## config.mk

```make
export PLATFORM = sky130hd
export DESIGN_NAME = sa_feed_seq
export DESIGN_NICKNAME = d
export VERILOG_FILES = /design/src/rtl/sa_feed_seq_pkg.sv /design/src/rtl/sa_feed_seq_skew_line.sv /design/src/rtl/sa_feed_seq.sv
export SDC_FILE = /design/constraint.sdc
export NUM_CORES = 1
export LEC_CHECK = 0
export BUFFER_PORTS_ARGS = -buffer_cell sky130_fd_sc_hd__buf_2
export CAP_MARGIN = 25
export CORE_MARGIN = 2
export CORE_UTILIZATION = 45
export DETAILED_ROUTE_END_ITERATION = 8
export MAX_ROUTING_LAYER = met4
export PLACE_DENSITY_LB_ADDON = 0.1
export RECOVER_POWER = 100
export SLEW_MARGIN = 10
export SYNTH_ARGS = -nofsm -noshare
export SYNTH_HDL_FRONTEND = slang
export SYNTH_SLANG_ARGS = --single-unit
```

## constraint.sdc

```tcl
create_clock -name clk -period 3.5 [get_ports clk]
set_input_delay 0.525 -clock clk [delete_from_list [all_inputs] [get_ports clk]]
set_output_delay 0.525 -clock clk [all_outputs]
set_load 0.01 [all_outputs]
```

## src/rtl/sa_feed_seq_pkg.sv

```systemverilog
// Shared types and helpers for the systolic-array operand sequencer.
package sa_pkg;

  typedef enum logic [1:0] {
    S_IDLE = 2'd0,
    S_CLR  = 2'd1,
    S_RUN  = 2'd2,
    S_DONE = 2'd3
  } sa_state_t;

  // Counter width able to hold 0..3n-2
  function automatic int unsigned cntw(input int unsigned n);
    return $clog2(3 * n - 1);
  endfunction

  function automatic int unsigned lane_lo(input int unsigned lane, input int unsigned dw);
    return lane * dw;
  endfunction

endpackage

```

## src/rtl/sa_feed_seq_skew_line.sv

```systemverilog
// Fixed-depth delay line for one operand lane; DEPTH=0 degenerates to a wire.
module sa_skew_line #(
  parameter int unsigned DEPTH = 1,
  parameter int unsigned DW    = 8
) (
  input  logic          clk,
  input  logic          rst_n,
  input  logic          flush,
  input  logic [DW-1:0] din,
  output logic [DW-1:0] dout
);

  generate
    if (DEPTH == 0) begin : g_wire
      logic unused_ctl;
      assign unused_ctl = ^{clk, rst_n, flush};
      assign dout       = din;
    end else begin : g_reg
      logic [DEPTH*DW-1:0] sr_q;
      logic [DEPTH*DW-1:0] sr_d;

      always_comb begin
        sr_d = flush ? '0 : (DEPTH*DW)'({sr_q, din});
      end

      always_ff @(posedge clk or negedge rst_n) begin
        if (!rst_n) sr_q <= '0;
        else        sr_q <= sr_d;
      end

      assign dout = sr_q[DEPTH*DW-1 -: DW];
    end
  endgenerate

endmodule

```

## src/rtl/sa_feed_seq.sv

```systemverilog
// Operand sequencer for an output-stationary NxN systolic array: fetch, skew, PE gating.
module sa_feed_seq
  import sa_pkg::*;
#(
  parameter int unsigned N  = 8,
  parameter int unsigned DW = 8,
  parameter int unsigned AW = 10
) (
  input  logic          clk,
  input  logic          rst_n,
  input  logic          start,
  input  logic          abort,
  input  logic          accumulate,
  input  logic [AW-1:0] base_a,
  input  logic [AW-1:0] base_b,
  output logic          rd_en,
  output logic [AW-1:0] rd_addr_a,
  output logic [AW-1:0] rd_addr_b,
  input  logic [N*DW-1:0] rd_data_a,
  input  logic [N*DW-1:0] rd_data_b,
  output logic [N*DW-1:0] a_feed,
  output logic [N*DW-1:0] b_feed,
  output logic          pe_en,
  output logic          pe_clr,
  output logic          busy,
  output logic          done
);

  localparam int unsigned     CNTW     = cntw(N);
  localparam logic [CNTW-1:0] CNT_LAST = CNTW'(3 * N - 2);
  localparam logic [CNTW-1:0] CNT_N    = CNTW'(N);

  sa_state_t       state_q, state_d;
  logic [CNTW-1:0] cnt_q, cnt_d;
  logic            acc_q, acc_d;
  logic [AW-1:0]   base_a_q, base_a_d;
  logic [AW-1:0]   base_b_q, base_b_d;
  logic            rd_en_q, rd_en_d;
  logic [AW-1:0]   addr_a_q, addr_a_d;
  logic [AW-1:0]   addr_b_q, addr_b_d;
  logic            pe_en_q, pe_en_d;
  logic            pe_clr_q, pe_clr_d;
  logic            busy_q, busy_d;
  logic            done_q, done_d;
  logic            vld_q, vld_d;

  always_comb begin
    state_d  = state_q;
    cnt_d    = cnt_q;
    acc_d    = acc_q;
    base_a_d = base_a_q;
    base_b_d = base_b_q;

    case (state_q)
      S_IDLE: begin
        if (start) begin
          state_d  = S_CLR;
          acc_d    = accumulate;
          base_a_d = base_a;
          base_b_d = base_b;
        end
      end
      S_CLR: begin
        state_d = S_RUN;
        cnt_d   = '0;
      end
      S_RUN: begin
        if (cnt_q == CNT_LAST) begin
          state_d = S_DONE;
          cnt_d   = '0;
        end else begin
          cnt_d = cnt_q + 1'b1;
        end
      end
      S_DONE:  state_d = S_IDLE;
      default: state_d = S_IDLE;
    endcase

    if (abort) begin
      state_d = S_IDLE;
      cnt_d   = '0;
    end

    // Outputs are decoded from the next state so they leave the flops aligned with it
    rd_en_d  = (state_d == S_RUN) && (cnt_d < CNT_N);
    addr_a_d = rd_en_d ? base_a_d + AW'(cnt_d) : '0;
    addr_b_d = rd_en_d ? base_b_d + AW'(cnt_d) : '0;
    pe_en_d  = (state_d == S_RUN) && (cnt_d != '0);
    pe_clr_d = (state_d == S_CLR) && !acc_d;
    busy_d   = (state_d == S_CLR) || (state_d == S_RUN);
    done_d   = (state_d == S_DONE);
    // RAM data lands one cycle after the strobe; an abort discards it
    vld_d    = rd_en_q && !abort;
  end

  always_ff @(posedge clk or negedge rst_n) begin
    if (!rst_n) begin
      state_q  <= S_IDLE;
      cnt_q    <= '0;
      acc_q    <= 1'b0;
      base_a_q <= '0;
      base_b_q <= '0;
      rd_en_q  <= 1'b0;
      addr_a_q <= '0;
      addr_b_q <= '0;
      pe_en_q  <= 1'b0;
      pe_clr_q <= 1'b0;
      busy_q   <= 1'b0;
      done_q   <= 1'b0;
      vld_q    <= 1'b0;
    end else begin
      state_q  <= state_d;
      cnt_q    <= cnt_d;
      acc_q    <= acc_d;
      base_a_q <= base_a_d;
      base_b_q <= base_b_d;
      rd_en_q  <= rd_en_d;
      addr_a_q <= addr_a_d;
      addr_b_q <= addr_b_d;
      pe_en_q  <= pe_en_d;
      pe_clr_q <= pe_clr_d;
      busy_q   <= busy_d;
      done_q   <= done_d;
      vld_q    <= vld_d;
    end
  end

  assign rd_en     = rd_en_q;
  assign rd_addr_a = addr_a_q;
  assign rd_addr_b = addr_b_q;
  assign pe_en     = pe_en_q;
  assign pe_clr    = pe_clr_q;
  assign busy      = busy_q;
  assign done      = done_q;

  for (genvar i = 0; i < N; i++) begin : g_lane
    logic [DW-1:0] a_in;
    logic [DW-1:0] b_in;

    assign a_in = vld_q ? rd_data_a[lane_lo(i, DW) +: DW] : '0;
    assign b_in = vld_q ? rd_data_b[lane_lo(i, DW) +: DW] : '0;

    sa_skew_line #(.DEPTH(i), .DW(DW)) u_skew_a (
      .clk   (clk),
      .rst_n (rst_n),
      .flush (abort),
      .din   (a_in),
      .dout  (a_feed[i*DW +: DW])
    );

    sa_skew_line #(.DEPTH(i), .DW(DW)) u_skew_b (
      .clk   (clk),
      .rst_n (rst_n),
      .flush (abort),
      .din   (b_in),
      .dout  (b_feed[i*DW +: DW])
    );
  end

endmodule
```

==> results.yml, run 1 <==
status:
  outcome: "finished, violations left"
  failed_checks: "capacitance limit, slew limit"
finish:
  area.growth.synth_to_final_pct: 16.6
  layoutNonFillerInstCount: 2091
  most_common_cell_after_layout_fill_and_taps_aside: "sky130_fd_sc_hd__dfrtp_1"
  utilization: 0.535
  nets: 1696
  fillerInstances: 3373
  drive_above_1_share: 0.172
  fin_area_mm2: 0.0208
  final_cell_mix: "502 x sky130_fd_sc_hd__dfrtp_1, 347 x sky130_fd_sc_hd__nor2b_1, 158 x sky130_fd_sc_hd__buf_2, 157 x sky130_fd_sc_hd__clkbuf_1, 92 x sky130_fd_sc_hd__and2_1"
critical_path:
  path_delay_family: "adder cells"
  worst_setup_path_end_kind: "register"
  worst-endpoint-arrival_ns: 3.58
  start_kind: "register"
  cpPeakStageDelay_ns: 0.48
  critical_path.n_buffers_inverters: 2
  critPathSlowestCell: "sky130_fd_sc_hd__and2_1"
  path_max_fanout: 10
  critical_path_cell_by_cell: "inv_1, ha_1, and2_1, buf_4, mux2_1, ha_1, o21a_1, o31a_1, o21ai_0, xor2_1, nor2_1"
  most_used_cell_cp: "sky130_fd_sc_hd__ha_1"
  critPathKind: "reg -> reg"
  cp.required_ns: 3.93
die:
  die_w_um: 203
  floorplan.initialDensity: 0.459
  die_y_um: 203
  core_region_area_mm2: 0.0388
  die_area_mm2: 0.0412
  placementRows: 72
  top_level_ports: 306
global_routing:
  first_global_vias: 9078
  grt_overflow_total: 0
  maximum_number_of_pins_on_one_net_before_global_route_repair: 212
  antenna_found_initial: 11
  top_usage_layer: "met2"
  grt.met3_usage: 0.0430
  grt_util_all_layers: 0.160
  grt.met2_usage: 0.231
  met1_usage: 0.216
  grt_first_pass_wirelength_um: 49900
run:
  cap_viol_max_count: 2
timing:
  tightestPinTransition_ns: 2.25
  finalWorstPathRequiredPeriod_ns: 3.15
  setup_repair_after_global_routing_missed_its_margin: "false"
  final.setup_skew_ns: 0.0132
  achievable-frequency_ghz: 0.317
  timing.final.setup_violations: 0
  hold_viol_final: 0
  hold-worst-slack_ns: 0.144
  slew_headroom: -0.503
  timing.final.max_slew_violations: 109
  part_of_the_cycle_the_worst_path_needs: 0.900
  fin_tns_setup_ns: 0
synthesis:
  synthDistinctLibCells: 46
  post_synthesis_cell_type_with_the_largest_combined_area: "sky130_fd_sc_hd__dfrtp_1"
  synth_area_per_cell_um2: 13.7
  synth_top_flop_cell: "sky130_fd_sc_hd__dfrtp_1"
  netlist_top_cells_area: "sky130_fd_sc_hd__dfrtp_1 71%, sky130_fd_sc_hd__nor2b_1 12%, sky130_fd_sc_hd__and2_1 4.5%"
  ys_seq_area_frac: 0.705
  ys.warnings.count: 0
  post_synth_inst_count: 1297
  synth_async_sr_flop_share: 1.00
  synth-edff-count: 0
  postSynthNetCount: 1470
  share_of_the_synthesized_area_in_the_top_cell_type: 0.705
  synth_seq_cells: 502
  syn_area_mm2: 0.0178
cts:
  cts-resized-gates: 0
  cts_hold_buffers: 1
  numCtsBuffers: 51
  post_cts_buffers: 0
  cts_htree_levels: 2
  cts_tree: "yes"
  clk_pin_slew_worst_paths_ns: 0.06
  cts.root.buffer_cell: "sky130_fd_sc_hd__clkbuf_16"
  worstSkewPairLatency_ns: 0.58
  cts_num_sinks: 502
  clk_path_buf_depth: 3
power_and_ir_drop:
  p_comb_frac: 0.103
  power.switching_fraction: 0.239
  leakage_uw: 0.0104
  power.internal_uw: 9980
  max-vdd-ir-drop_mv: 0.337
  power.share.clock: 0.420
  power.share.sequential: 0.476
  total_switching_power_uw: 3130
  power.density_cell_area_mw_per_mm2: 631
routing:
  total_vias_in_the_final_route: 9118
  drt-vias-per-instance: 4.36
  ant_nets: 0
  drt_first_iter_violations: 439
  detail_route.drc_violations: 0
  drt-total-wl_um: 31100
  wl_per_cell_um: 14.9
  firstDrtPassIters: 4
min_path:
  min_path_type: "in -> reg"
place:
  dpl.cell_count: 1987
  placedInstanceArea_mm2: 0.0193
  routabilityCongestion: 0.842
  buffer_ports.inserted: 305
  dp_hpwl_um: 19200
-- cells in the mapped netlist (6+ instances only) --
library cell / n
sky130_fd_sc_hd__o21ai_0: 6
sky130_fd_sc_hd__mux2_2: 19
sky130_fd_sc_hd__ha_1: 18
sky130_fd_sc_hd__buf_4: 96
sky130_fd_sc_hd__nor2_1: 20
sky130_fd_sc_hd__clkbuf_1: 51
sky130_fd_sc_hd__and2_1: 129
sky130_fd_sc_hd__nor2b_1: 347
sky130_fd_sc_hd__nand4_1: 6
sky130_fd_sc_hd__a21oi_1: 11
sky130_fd_sc_hd__dfrtp_1: 502
sky130_fd_sc_hd__nand3_1: 7
sky130_fd_sc_hd__inv_1: 16
sky130_fd_sc_hd__xnor2_1: 6
-- area by class of cell --
type                    instances  area, um^2  area share
repair buffers                326        1540      0.0740
inverters                      16        60.1     0.00289
diodes                         11        27.5     0.00133
flip-flops and latches        502       12600       0.605
clock inverters                18         218      0.0105
multi-input cells             626        4200       0.202
well taps                     518         648      0.0312
clock buffers                  74        1520      0.0734
-- power by group through the flow --
stage	clock network (uW)	registers, uW	logic, uW
floorplan	0	6360	896
global placement	0	6340	1430
detailed placement	0	6350	1460
CTS	5680	6250	1460
global route	5950	6280	1530
finish	5510	6250	1360
-- flip-flops by register name (all words and copies together) (netlist names), 2 cells and up --
signal,count
base_a_q,10
g_lane.u_skew_b.dout,8
state_q,2
rd_addr_b,10
rd_addr_a,10
g_lane.u_skew_a.dout,8
g_lane.u_skew_a.g_reg.sr_q,216
g_lane.u_skew_b.g_reg.sr_q,216
base_b_q,10
cnt_q,5
-- per-layer routing --
layer	vias to the layer above	wire [um]
met4	0	802
met1	4402	14100
met2	240	14300
met5	-	0
met3	64	1880
li1	4412	-
-- path summary, 6_finish.rpt --
path                       cells after the start                                 to                         startpoint  slack [ns]
max in group asynchronous                      3   g_lane[4].u_skew_a.g_reg.sr_q[8]                              rst_n        0.62
max reg2reg                                   11                       rd_addr_b[6]                         state_q[0]        0.35
min in group asynchronous                      2   g_lane[7].u_skew_a.g_reg.sr_q[5]                              rst_n        1.10
max                                           11                       rd_addr_b[6]                         state_q[0]        0.35
min                                            2   g_lane[4].u_skew_b.g_reg.sr_q[7]                      rd_data_b[39]        0.14
min reg2reg                                    1  g_lane[6].u_skew_b.g_reg.sr_q[40]  g_lane[6].u_skew_b.g_reg.sr_q[32]        0.45
-- through the flow --
stage	worst slack [ns]	total power [uW]
floorplan	0.535	7260
global placement	0.503	7780
detailed placement	0.395	7800
CTS	0.369	13400
global route	0.0805	13800
finish	0.349	13100
-- cell families after synthesis --
group                      count (synthesis)  synth area share
muxes                                     22            0.0140
buffers and inverters                    169            0.0573
and+or+nand+nor                          527             0.184
AOI/OAI and AO/OA                         48            0.0201
adders and majority gates                 20            0.0149
DFF                                      502             0.705
xor gates and xnor gates                   9           0.00443
Note: power is estimated with default switching activity, not from simulation.
==> run 2, diff against run 1 <==
CORE_UTILIZATION = 40   (was 45)
CTS_BUF_LIST = sky130_fd_sc_hd__clkbuf_8 sky130_fd_sc_hd__clkbuf_16   (was not set)
PLACE_DENSITY_LB_ADDON = not set   (was 0.1)
==> run 2 against run 1 <==
  * The run now fails in detailed routing (5_2_route)
  * Synthesized cell count stayed put
  * Area after synthesis stayed put
  * Global-route usage fell by 1.8 points
==> results.yml, run 2 <==
status:
  outcome: "stopped before the end"
  flow.stopped_at: "detailed routing (5_2_route)"
  flow.first_error: "[ERROR DRT-0255] Maze Route cannot find path of net clk in worker of routeBox ( 193200 0 ) ( 214990 48300 )."
synthesis:
  synth_fa_ha_area_frac: 0.0149
  synth.cells.most_frequent: "502 x sky130_fd_sc_hd__dfrtp_1, 347 x sky130_fd_sc_hd__nor2b_1, 129 x sky130_fd_sc_hd__and2_1"
  ys.warnings.count: 0
  postSynthNetCount: 1470
  share_of_cell_area_taken_by_muxes_after_synthesis: 0.0140
  synth_area_per_cell_um2: 13.7
  share_of_the_synthesized_area_in_the_top_cell_type: 0.705
  post_synth_inst_count: 1297
  synth-edff-count: 0
  largest_family_of_logic_cells_by_synthesized_area: "simple AND/OR/NAND/NOR gates"
  netlist_top_cells_area: "sky130_fd_sc_hd__dfrtp_1 71%, sky130_fd_sc_hd__nor2b_1 12%, sky130_fd_sc_hd__and2_1 4.5%"
  synth_seq_cells: 502
  synthMostInstantiatedCell: "sky130_fd_sc_hd__dfrtp_1"
  post_synthesis_cell_type_with_the_largest_combined_area: "sky130_fd_sc_hd__dfrtp_1"
  synth-compound-area-share: 0.0201
  synth_top_flop_cell: "sky130_fd_sc_hd__dfrtp_1"
  syn_area_mm2: 0.0178
  ys_seq_area_frac: 0.705
  post_synth_xor_xnor_area: 0.00443
  synth_async_sr_flop_share: 1.00
  synthDistinctLibCells: 46
  post_synth_and_or_nand_nor_area_fraction: 0.184
place:
  buffer_ports.inserted: 305
  routabilityCongestion: 0.871
  dp_hpwl_um: 19200
cts:
  cts_htree_levels: 2
  numCtsBuffers: 51
  clk_path_buf_depth: 3
  cts.root.buffer_cell: "sky130_fd_sc_hd__clkbuf_16"
  post_cts_buffers: 0
  cts_num_sinks: 502
die:
  die_y_um: 215
  placementRows: 77
  top_level_ports: 306
  die_w_um: 215
  floorplan.initialDensity: 0.404
timing:
  worst-endpoint-pin-kind: "sequential cell input"
  globalroute.repair_timing.worst_endpoint: "rd_addr_a[8]$_DFF_PN0_/D"
global_routing:
  grt_util_all_layers: 0.142
  first_global_vias: 9391
  grt_overflow_total: 0
  antenna_found_initial: 10
  grt_first_pass_wirelength_um: 50500
  maximum_number_of_pins_on_one_net_before_global_route_repair: 238
## run 2: cell counts after synthesis
No cell type changed its count.
## run 2: cells by family after synthesis
logic type                 Yosys count
muxes                               22
xor gates and xnor gates             9
DFF                                502
and+or+nand+nor                    527
buffers and inverters              169
AOI/OAI and AO/OA                   48
adders and majority gates           20
## run 2: what timing repair did
item | in CTS | in global routing
endpoints found under the hold margin | 75 | 0
resized for setup | 0 | 1
setup endpoints to repair | 0 | 2
hold buffers | 1 | 0
## run 2: metrics by stage
step                      worst slack (ns)  utilization  std cells  instance area [um^2]
after detailed placement             0.218        0.439       2061                 19400
after global routing                0.0627        0.470       2161                 20700
after global placement               0.360        0.439       2061                 19400
after floorplan                      0.535            -       1297                 17800
after CTS                            0.228        0.476       2151                 21000
## run 2: layer usage
| layer | GRT usage |
|---|---|
| met4 | 0.0552 |
| met1 | 0.187 |
| met3 | 0.0449 |
| met5 | - |
| met2 | 0.204 |
==> run 3, diff against run 2 <==
CORE_UTILIZATION = 25   (was 40)
CTS_BUF_LIST = not set   (was sky130_fd_sc_hd__clkbuf_8 sky130_fd_sc_hd__clkbuf_16)
MAX_ROUTING_LAYER = not set   (was met4)
PLACE_DENSITY_LB_ADDON = 0.15   (was not set)
==> run 3 against run 2 <==
  * The flow now finishes, with violations (capacitance limit, slew limit)
  * Global-route usage is 4.3 points lower
==> results.yml, run 3 (same netlist as run 1, synthesis figures left out) <==
die:
  die_area_mm2: 0.0734
  die_y_um: 271
  floorplan.initialDensity: 0.253
  die_w_um: 271
  top_level_ports: 306
  placementRows: 97
  core_region_area_mm2: 0.0703
routing:
  detail_route.drc_violations: 0
  total_vias_in_the_final_route: 9208
  firstDrtPassIters: 4
  drt_first_iter_violations: 341
  ant_nets: 0
  wl_per_cell_um: 14.1
  drt-vias-per-instance: 3.65
  drt-total-wl_um: 35600
global_routing:
  maximum_number_of_pins_on_one_net_before_global_route_repair: 99
  grt_util_all_layers: 0.0987
  grt_overflow_total: 0
  grt_first_pass_wirelength_um: 57200
  first_global_vias: 9911
  antenna_found_initial: 5
cts:
  cts.root.buffer_cell: "sky130_fd_sc_hd__clkbuf_16"
  clk_path_buf_depth: 3
  numCtsBuffers: 59
  cts_htree_levels: 2
  clk_pin_slew_worst_paths_ns: 0.06
  post_cts_buffers: 0
  worstSkewPairLatency_ns: 0.62
  cts_num_sinks: 502
  cts_tree: "yes"
power_and_ir_drop:
  power.density_cell_area_mw_per_mm2: 649
  power.share.clock: 0.457
  total_switching_power_uw: 3380
  p_comb_frac: 0.098
  max-vdd-ir-drop_mv: 0.434
  power.internal_uw: 10700
  leakage_uw: 0.0106
  power.switching_fraction: 0.240
  power.share.sequential: 0.445
finish:
  utilization: 0.308
  biggestRegsByFlops: "g_lane.u_skew_a.g_reg.sr_q: 216 flops, g_lane.u_skew_b.g_reg.sr_q: 216 flops"
  final_cell_mix: "502 x sky130_fd_sc_hd__dfrtp_1, 345 x sky130_fd_sc_hd__nor2b_1, 161 x sky130_fd_sc_hd__clkbuf_1, 160 x sky130_fd_sc_hd__buf_2, 66 x sky130_fd_sc_hd__and2_1"
  drive_above_1_share: 0.183
  most_common_cell_after_layout_fill_and_taps_aside: "sky130_fd_sc_hd__dfrtp_1"
  nets: 1709
  antenna_cells: 0
  fillerInstances: 7137
  area.growth.synth_to_final_pct: 21.6
critical_path:
  worst_setup_path_end_kind: "register"
  cp.required_ns: 3.98
  cpPeakStageDelay_ns: 0.45
  path_max_fanout: 11
  critical_path_cell_by_cell: "inv_1, ha_1, nor2b_2, a41o_1, ha_1, inv_1, fa_1, nor2b_1, o31a_1, o211ai_1, xnor2_1, nor2b_1"
  worst-endpoint-arrival_ns: 3.65
  critPathSlowestCell: "sky130_fd_sc_hd__ha_1"
  start_kind: "register"
  critPathKind: "reg -> reg"
place:
  dp_hpwl_um: 22500
  routabilityCongestion: 0.729
  buffer_ports.inserted: 305
timing:
  final.setup_skew_ns: 0.0208
  achievable-frequency_ghz: 0.316
  fin_tns_setup_ns: 0
  slew_headroom: -0.517
  timing.final.setup_violations: 0
  hold-worst-slack_ns: 0.107
  setup_repair_after_global_routing_missed_its_margin: "false"
  tightestPinTransition_ns: 2.28
  hold_viol_final: 0
  part_of_the_cycle_the_worst_path_needs: 0.905
  finalWorstPathRequiredPeriod_ns: 3.17
  timing.final.max_slew_violations: 81
min_path:
  min_path_type: "in -> reg"
status:
  outcome: "finished, violations left"
  failed_checks: "capacitance limit, slew limit"
run:
  cap_viol_max_count: 1
run 3: worst max-delay path: cells and delay by family, from the launching register on:
family          cells  cell delay (ns)
compound gates      3             0.66
xor+xnor            1             0.13
flops               1             0.34
buf+inv             2             0.13
simple gates        3             0.69
fa+ha+maj           3             1.07
run 3: metal layers:
layer  share of wire  track usage  up-vias  routed length [um]
met5          0.0015            0        -                  53
met3           0.056       0.0294       85                2010
met1            0.43        0.122     4497               15100
met2            0.48        0.160      191               17100
li1                -            -     4425                   -
met4           0.035       0.0411       10                1260
run 3: timing repair:
item | in CTS | in global routing
resized for setup | 0 | 1
endpoints found under the hold margin | 70 | 0
endpoints found under the setup margin | 0 | 1
hold buffers | 1 | 0
run 3: through the flow:
step / worst slack [ns] / std cells / area [um^2] / power, uW
finish: 0.333 / 2522 / 21700 / 14100
global route: 0.0377 / 2522 / 21700 / 14800
CTS: 0.223 / 2521 / 21900 / 14500
detailed placement: 0.237 / 2413 / 19800 / 7850
global placement: 0.310 / 2413 / 19800 / 7840
floorplan: 0.535 / 1297 / 17800 / 7260
run 3: final cells by class:
| type | count | area (um^2) | share of cell area |
|---|---|---|---|
| Clock buffer | 88 | 1780 | 0.0820 |
| Clock inverter | 19 | 314 | 0.0145 |
| Inverter | 16 | 60.1 | 0.00277 |
| Multi-Input combinational cell | 626 | 4210 | 0.194 |
| Sequential cell | 502 | 12600 | 0.580 |
| Tap cell | 940 | 1180 | 0.0543 |
| Timing Repair Buffer | 331 | 1570 | 0.0724 |
run 3: power groups by stage:
stage | combinational (uW) | sequential, uW | clock [uW]
after global routing | 1570 | 6280 | 6950
after global placement | 1490 | 6350 | 0
final | 1380 | 6250 | 6420
after detailed placement | 1500 | 6350 | 0
after floorplan | 896 | 6360 | 0
after CTS | 1510 | 6250 | 6700
run 3: final timing paths:
path                                                   start                           endpoint  slack [ns]  cells past startpoint
hold reg to reg            g_lane[6].u_skew_a.g_reg.sr_q[30]  g_lane[6].u_skew_a.g_reg.sr_q[38]        0.45                      1
min in group asynchronous                              rst_n   g_lane[5].u_skew_b.g_reg.sr_q[2]        1.11                      2
hold / removal                                 rd_data_b[41]   g_lane[5].u_skew_b.g_reg.sr_q[1]        0.11                      2
setup reg to reg                                  state_q[0]                       rd_addr_b[8]        0.33                     12
max in group asynchronous                              rst_n                        base_a_q[7]        0.59                      3
setup / recovery                                  state_q[0]                       rd_addr_b[8]        0.33                     12
